`src/rtl/ita_requant_const_loader.sv`:
```
// Requantization constant loader: host writes land in a shadow bank and are copied to the active bank once the engine is idle.
// Define ITA_REQUANT_READBACK_EN to add a registered shadow-bank read port.
module ita_requant_const_loader #(
  parameter  int NumConsts = 6,
  parameter  int ConstW    = 8,
  localparam int IdxW      = $clog2(NumConsts + 1)
) (
  input  logic                              clk_i,
  input  logic                              rst_ni,
  input  logic                              wr_valid_i,
  output logic                              wr_ready_o,
  input  logic [IdxW-1:0]                   wr_idx_i,
  input  logic [ConstW-1:0]                 wr_mult_i,
  input  logic [ConstW-1:0]                 wr_shift_i,
  input  logic signed [ConstW-1:0]          wr_add_i,
  input  logic                              commit_i,
  input  logic                              busy_i,
  output logic                              commit_done_o,
  output logic                              idx_err_o,
  output logic [NumConsts-1:0][ConstW-1:0]  eps_mult_o,
  output logic [NumConsts-1:0][ConstW-1:0]  right_shift_o,
  output logic [NumConsts-1:0][ConstW-1:0]  add_o,
  output logic [ConstW-1:0]                 act_mult_o,
  output logic [ConstW-1:0]                 act_shift_o,
  output logic signed [ConstW-1:0]          act_add_o
`ifdef ITA_REQUANT_READBACK_EN
  ,
  input  logic                              rd_en_i,
  input  logic [IdxW-1:0]                   rd_idx_i,
  output logic [ConstW-1:0]                 rd_mult_o,
  output logic [ConstW-1:0]                 rd_shift_o,
  output logic signed [ConstW-1:0]          rd_add_o
`endif
);

  typedef enum logic [1:0] {IDLE, WAIT_IDLE, COPY} state_e;

  localparam int                NumSlots = NumConsts + 1;
  localparam logic [IdxW-1:0]   ActIdx   = IdxW'(NumConsts);
  localparam logic [ConstW-1:0] MultRst  = ConstW'(1);

  state_e r_state, w_state_nxt;

  logic [ConstW-1:0]        r_sh_mult  [NumSlots];
  logic [ConstW-1:0]        r_sh_shift [NumSlots];
  logic signed [ConstW-1:0] r_sh_add   [NumSlots];

  logic [NumConsts-1:0][ConstW-1:0] r_eps_mult, r_right_shift, r_add;
  logic [ConstW-1:0]                r_act_mult, r_act_shift;
  logic signed [ConstW-1:0]         r_act_add;
  logic                             r_commit_done, r_idx_err;

  logic w_wr_hs, w_idx_ok, w_copy;

  assign wr_ready_o = (r_state == IDLE);
  assign w_wr_hs    = wr_valid_i & wr_ready_o;
  assign w_idx_ok   = (wr_idx_i <= ActIdx);
  assign w_copy     = (r_state == COPY);

  always_ff @(posedge clk_i or negedge rst_ni) begin
    if (!rst_ni) r_state <= IDLE;
    else         r_state <= w_state_nxt;
  end

  // A commit raised outside IDLE is simply not looked at.
  always_comb begin
    w_state_nxt = r_state;
    case (r_state)
      IDLE:      if (commit_i) w_state_nxt = WAIT_IDLE;
      WAIT_IDLE: if (!busy_i)  w_state_nxt = COPY;
      COPY:      w_state_nxt = IDLE;
      default:   w_state_nxt = IDLE;
    endcase
  end

  always_ff @(posedge clk_i or negedge rst_ni) begin
    if (!rst_ni) begin
      for (int i = 0; i < NumSlots; i++) begin
        r_sh_mult[i]  <= MultRst;
        r_sh_shift[i] <= '0;
        r_sh_add[i]   <= '0;
      end
    end else if (w_wr_hs && w_idx_ok) begin
      r_sh_mult[wr_idx_i]  <= wr_mult_i;
      r_sh_shift[wr_idx_i] <= wr_shift_i;
      r_sh_add[wr_idx_i]   <= wr_add_i;
    end
  end

  always_ff @(posedge clk_i or negedge rst_ni) begin
    if (!rst_ni) begin
      for (int i = 0; i < NumConsts; i++) begin
        r_eps_mult[i]    <= MultRst;
        r_right_shift[i] <= '0;
        r_add[i]         <= '0;
      end
      r_act_mult  <= MultRst;
      r_act_shift <= '0;
      r_act_add   <= '0;
    end else if (w_copy) begin
      for (int i = 0; i < NumConsts; i++) begin
        r_eps_mult[i]    <= r_sh_mult[i];
        r_right_shift[i] <= r_sh_shift[i];
        r_add[i]         <= r_sh_add[i];
      end
      r_act_mult  <= r_sh_mult[NumConsts];
      r_act_shift <= r_sh_shift[NumConsts];
      r_act_add   <= r_sh_add[NumConsts];
    end
  end

  // The error flag drops together with the rising commit_done pulse.
  always_ff @(posedge clk_i or negedge rst_ni) begin
    if (!rst_ni) begin
      r_commit_done <= 1'b0;
      r_idx_err     <= 1'b0;
    end else begin
      r_commit_done <= w_copy;
      if (w_copy)                     r_idx_err <= 1'b0;
      else if (w_wr_hs && !w_idx_ok)  r_idx_err <= 1'b1;
    end
  end

  assign commit_done_o = r_commit_done;
  assign idx_err_o     = r_idx_err;
  assign eps_mult_o    = r_eps_mult;
  assign right_shift_o = r_right_shift;
  assign add_o         = r_add;
  assign act_mult_o    = r_act_mult;
  assign act_shift_o   = r_act_shift;
  assign act_add_o     = r_act_add;

`ifdef ITA_REQUANT_READBACK_EN
  logic [ConstW-1:0]        r_rd_mult, r_rd_shift;
  logic signed [ConstW-1:0] r_rd_add;

  // Reads sample the shadow bank before any same-edge write lands.
  always_ff @(posedge clk_i or negedge rst_ni) begin
    if (!rst_ni) begin
      r_rd_mult  <= '0;
      r_rd_shift <= '0;
      r_rd_add   <= '0;
    end else if (rd_en_i) begin
      if (rd_idx_i <= ActIdx) begin
        r_rd_mult  <= r_sh_mult[rd_idx_i];
        r_rd_shift <= r_sh_shift[rd_idx_i];
        r_rd_add   <= r_sh_add[rd_idx_i];
      end else begin
        r_rd_mult  <= '0;
        r_rd_shift <= '0;
        r_rd_add   <= '0;
      end
    end
  end

  assign rd_mult_o  = r_rd_mult;
  assign rd_shift_o = r_rd_shift;
  assign rd_add_o   = r_rd_add;
`endif

endmodule

```
`config.mk`:
```
export PLATFORM = sky130hd
export DESIGN_NAME = ita_requant_const_loader
export DESIGN_NICKNAME = d
export VERILOG_FILES = /design/src/rtl/ita_requant_const_loader.sv
export SDC_FILE = /design/constraint.sdc
export NUM_CORES = 1
export LEC_CHECK = 0
export CORE_MARGIN = 2
export CORE_UTILIZATION = 57
export DETAILED_ROUTE_END_ITERATION = 8
export PLACE_DENSITY = 0.84
export SYNTH_ARGS = -nofsm -noshare
export SYNTH_HDL_FRONTEND = slang
export SYNTH_SLANG_ARGS = --single-unit
export TNS_END_PERCENT = 50
```
`constraint.sdc`:
```
create_clock -name clk_i -period 3.8 [get_ports clk_i]
set_input_delay 0.38 -clock clk_i [delete_from_list [all_inputs] [get_ports clk_i]]
set_output_delay 0.38 -clock clk_i [all_outputs]
set_load 0.03 [all_outputs]
```
**Word-level counts from Yosys, hierarchy flattened**

Cells that the tools add are included.
Widths: inputs -> output; s select.

- Bits in registers: 340
- Input bits: 32
- Output and inout bits: 171
- Word-level logic and storage cells: 71

- Order comparisons: 3
- Equal/unequal tests: 4
- Mux-type cells: 10
- Bitwise operators: 2
- Reductions and logical operators: 7

Operators by type and width:

| operator | count |
|---|---|
| $bwmux 56 | 3 |
| $demux 8 s3 | 1 |
| $mux 8 | 1 |
| $ge 4x4->1 const B | 1 |
| $lt 4x1->1 const B | 1 |
| $mux 2 | 2 |
| $not 3->4 | 1 |
| $pmux 2 s2 | 1 |
| $le 3x3->1 const B | 1 |
| $logic_and 1x1->1 | 3 |
| $eq 2x1->1 const B | 1 |
| $eq 2x2->1 const B | 1 |
| $logic_not 2->1 | 1 |
| $mux 1 | 2 |
| $ne 2x1->1 const B | 1 |
| $ne 2x2->1 const B | 1 |
| $reduce_and 2->1 | 1 |
| $reduce_bool 2->1 | 1 |
| $and 1x1->1 | 1 |
| $logic_not 1->1 | 1 |

**Logic depth before layout (Yosys ltp)**

- Depth in word-level cells: 6
- Mapped depth: 8
- Depth with buffers taken out: 4

**Worst setup path after synthesis**

OpenSTA, ideal clock, no wires.

- Path kind: register -> register
- Start: register r_state[1]
- End: register r_sh_add[25] (netlist bit)
- Library setup time: 0.125 ns
- Arrival: 1.659 ns
- Data required time: 3.675 ns
- Path slack: 2.016 ns
- Cell stages (with the launch flop): 6
- Path buffers: 2
- Clock period less this slack: 1.784 ns
- Cells stage by stage: dfrtp_1 > nor2_2 > and4_4 > buf_6 > buf_6 > mux2_2

- Word-level cells in the longest chain between the ends: 3

RTL lines:

| what | line | source |
|---|---|---|
| start, declared | 42 | `state_e r_state, w_state_nxt;` |
| start signal, assigned | 62 | `else r_state <= w_state_nxt;` |
| $logic_not 2->1 | 55 | `assign wr_ready_o = (r_state == IDLE);` |
| via wr_ready_o | 11 | `output logic wr_ready_o,` |
| $and 1x1->1 | 56 | `assign w_wr_hs = wr_valid_i & wr_ready_o;` |
| $logic_and 1x1->1 | 83 | `end else if (w_wr_hs && w_idx_ok) begin` |
| end signal, assigned by index | 86 | `r_sh_add[wr_idx_i] <= wr_add_i;` |
| end, declared | 46 | `logic signed [ConstW-1:0] r_sh_add [NumSlots];` |

The timed path passes the listed nets, and every way through them passes these cells.
A chain may end at the register's enable or synchronous reset.

**Worst setup path in the final report**

- Start: register r_state[1]
- End: register r_act_shift[2], in the netlist act_shift_o[2]

- Word-level cells in the longest chain between the ends: 1

RTL lines:

| what | line | source |
|---|---|---|
| $eq 2x2->1 | 58 | `assign w_copy = (r_state == COPY);` |
| end signal, assigned | 107 | `r_act_shift <= r_sh_shift[NumConsts];` |
| end, declared | 49 | `logic [ConstW-1:0] r_act_mult, r_act_shift;` |

No other way between the ends.

==> flow_metrics.env <==
export IMPL_status="finished, violations left"
export IMPL_violations="negative hold slack"
export IMPL_cp_common_cell="nand2_1"
export IMPL_hold_path_class="input pin to asynchronous set/reset pin"
export IMPL_place_hpwl_mm=17.7
export IMPL_postCtsSetupBuffers=0
export IMPL_nNetsFinal=1311
export IMPL_cts_hold_buf=0
export IMPL_async_flop_share_pct=100
export IMPL_crit_fanout=84
export IMPL_worstReg2RegEnd="act_shift_o[2]$_DFFE_PN0P_"
export IMPL_setup_viol=0
export IMPL_drive_above_1_share_pct=19.5
export IMPL_yosysTopAreaCellShare_pct=63.7
export IMPL_power_density_nw_per_um2=933
export IMPL_worst_hold_slack_ps=-41.1
export IMPL_synthesis_area_um2=12800
export IMPL_die_h_um=154
export IMPL_end_kind="register"
export IMPL_clock_tree_root_cell="clkbuf_16"
export IMPL_cp_slowest_cell="inv_4"
export IMPL_clk_pin_slew_ps=60
export IMPL_ys_seq_elements=340
export IMPL_pin_count=203
export IMPL_cts_path_max_buffers=3
export IMPL_port_buffers=202
export IMPL_die_x_um=154
export IMPL_postSynthCellCount=1086
export IMPL_crit_chain="nand2b_4 > inv_4 > buf_4 > nand2_1 > nand2_1"
export IMPL_crit_type="register to register"
export IMPL_grt_first_pass_wirelength_mm=47.2
export IMPL_syn_mean_instance_area_um2=11.8
export IMPL_numCtsBuffers=35
export IMPL_final_period_utilization_pct=65.9
export IMPL_grt_pass1_vias=8751
export IMPL_timing_rr_start="r_state[1]$_DFFE_PN0P_"
export IMPL_via_count=8507
export IMPL_crit_end="act_shift_o[2]$_DFFE_PN0P_"
export IMPL_synth_edff_count=0
export IMPL_rsz0062_at_grt="no"
export IMPL_clock_sinks=340
export IMPL_r2r_slack_ps=1300
export IMPL_max_freq_ghz=0.399
export IMPL_cts_resized_gates=0
export IMPL_syn_nets=1118
export IMPL_tightest_slew_ps=955
export IMPL_worst_skew_pair_late_latency_ps=500
export IMPL_placed_cell_area_um2=15000
export IMPL_ys_top_cells_by_area="dfrtp_1 64%, nand2_1 15%, mux2_2 14%, dfstp_2 2.9%, buf_2 1.0%"
export IMPL_reg2reg_depth=5
export IMPL_wl_per_cell_um=18.5
export IMPL_skew_ps=16.6
export IMPL_syn_to_final_growth_pct=26.5
export IMPL_slew_headroom_pct=36.2
export IMPL_total_power_w=0.0151
export IMPL_post_route_min_period_ps=2500
export IMPL_arrival_ps=2940
export IMPL_seq_area_frac_synth_pct=66.6
export IMPL_via_per_inst=5.37
export IMPL_drv_slew=0
export IMPL_antenna_found_initial=0
export IMPL_wl_mm=29.3
export IMPL_cp_data_required_time_ps=4230
export IMPL_dr_pass1_iters=5
export IMPL_overflow=0
export IMPL_core_um2=22000
export IMPL_synth_flop_cell="dfrtp_1"
export IMPL_worstSetupStartpointType="register"
export IMPL_final_util_pct=73.7
export IMPL_tns_ps=0
export IMPL_final_hold_violation_count=32
export IMPL_htreeDepth=2
export IMPL_antenna_cells=0
export IMPL_dieArea_um2=23700
export IMPL_tritoncts="done"
export IMPL_p_leak_nw=7.89
export IMPL_post_route_cell_area_um2=16200
export IMPL_ant_nets=0
export IMPL_ys_warnings_count=0
export IMPL_grt_max_degree=114
export IMPL_final_common_cell="nand2_1"
export IMPL_synth_top_cell_by_area="dfrtp_1"
export IMPL_grt_use_total_pct=25.4
export IMPL_drc=0
export IMPL_cp_startpoint="r_state[1]$_DFFE_PN0P_"
export IMPL_gp_congestion=0.786
export IMPL_start_util_pct=58.3
export IMPL_layout_common_cells="504 x nand2_1, 326 x dfrtp_1, 201 x clkdlybuf4s50_1, 158 x mux2_2, 37 x clkbuf_16"
export IMPL_irDropWorstVdd_mv=0.574
export IMPL_std_cell_rows=54
export IMPL_slowest_delay_ps=770
export IMPL_drt_first_iter_violations=624
export IMPL_synth_distinct_cells=25
export IMPL_max_cap_viol_count=0
-- where the power goes --
| group | switching [W] | total, W | leakage, nW | internal, W |
|---|---|---|---|---|
| Combinational | 0.00315 | 0.00549 | 3.06 | 0.00234 |
| Sequential | 0.000954 | 0.00614 | 4.23 | 0.00519 |
| Clock | 0.00137 | 0.00347 | 0.600 | 0.00209 |
-- layer usage --
metal | vias to the layer above | global-route usage [%] | wire (um)
li1 | 3852 | - | -
met1 | 4326 | 35.0 | 12600
met2 | 271 | 40.9 | 14100
met3 | 58 | 5.58 | 1830
met4 | 0 | 8.14 | 804
met5 | - | 0 | 0
-- cells in the mapped netlist, types with 2 or more instances --
master    instances
buf_2            26
buf_6             9
clkbuf_1         18
dfrtp_1         326
dfstp_2          14
mux2_1           10
mux2_2          158
nand2_1         504
nand2_2           2
nand3_2           3
nor2_1            2
-- logic make-up (layout without fill, tap and decap cells) --
| logic type | count (synthesis) | in the layout | synth area share [%] |
|---|---|---|---|
| buf+inv | 55 | 274 | 2.40 |
| mux | 169 | 169 | 14.9 |
| compound gates | 1 | 1 | 0.0587 |
| flops | 340 | 340 | 66.6 |
| simple gates | 521 | 521 | 16.1 |
-- registers in the layout, indices dropped and copies added (netlist names) --
signal and cells:
act_mult_o 8, eps_mult_o 48, idx_err_o 1, r_sh_add 56, add_o 48, act_shift_o 8
act_add_o 8, r_sh_shift 56, right_shift_o 48, commit_done_o 1, r_state 2, r_sh_mult 56
-- through the flow --
stage               std cells  hold WS (ps)  worst slack [ps]
floorplan                1086          84.4              2020
global placement         1522           438              1110
detailed placement       1522           444              1030
CTS                      1585          1.21              1290
global route             1585          29.9              1090
finish                   1585         -41.1              1300
-- worst min-delay path by stage --
stage	endpoint	startpoint	slack, ps
final	add_o[31]$_DFFE_PN0P_	rst_ni	-40
after global routing	add_o[31]$_DFFE_PN0P_	rst_ni	30
after CTS	r_sh_add[47]$_DFFE_PN0P_	rst_ni	1
after detailed placement	eps_mult_o[22]$_DFFE_PN0P_	r_sh_mult[38]$_DFFE_PN0P_	440
after global placement	eps_mult_o[16]$_DFFE_PN1P_	r_sh_mult[32]$_DFFE_PN1P_	440
after floorplan	act_add_o[0]$_DFFE_PN0P_	rst_ni	80
-- area by class of cell --
| class | count | area [um2] |
|---|---|---|
| Fill cell | 1423 | 5780 |
| Inverter | 1 | 6.26 |
| Tap cell | 280 | 350 |
| Sequential cell | 340 | 8530 |
| Clock buffer | 50 | 1060 |
| Clock inverter | 13 | 126 |
| Timing Repair Buffer | 210 | 2140 |
| Multi-Input combinational cell | 691 | 3970 |
-- worst max-delay path, delay by kind of cell (launching register included) --
kind	cells	cell delay, ps
buffers and inverters	2	1240
and+or+nand+nor	3	540
DFF	1	610
No activity file was read; power rests on OpenSTA's default activity.
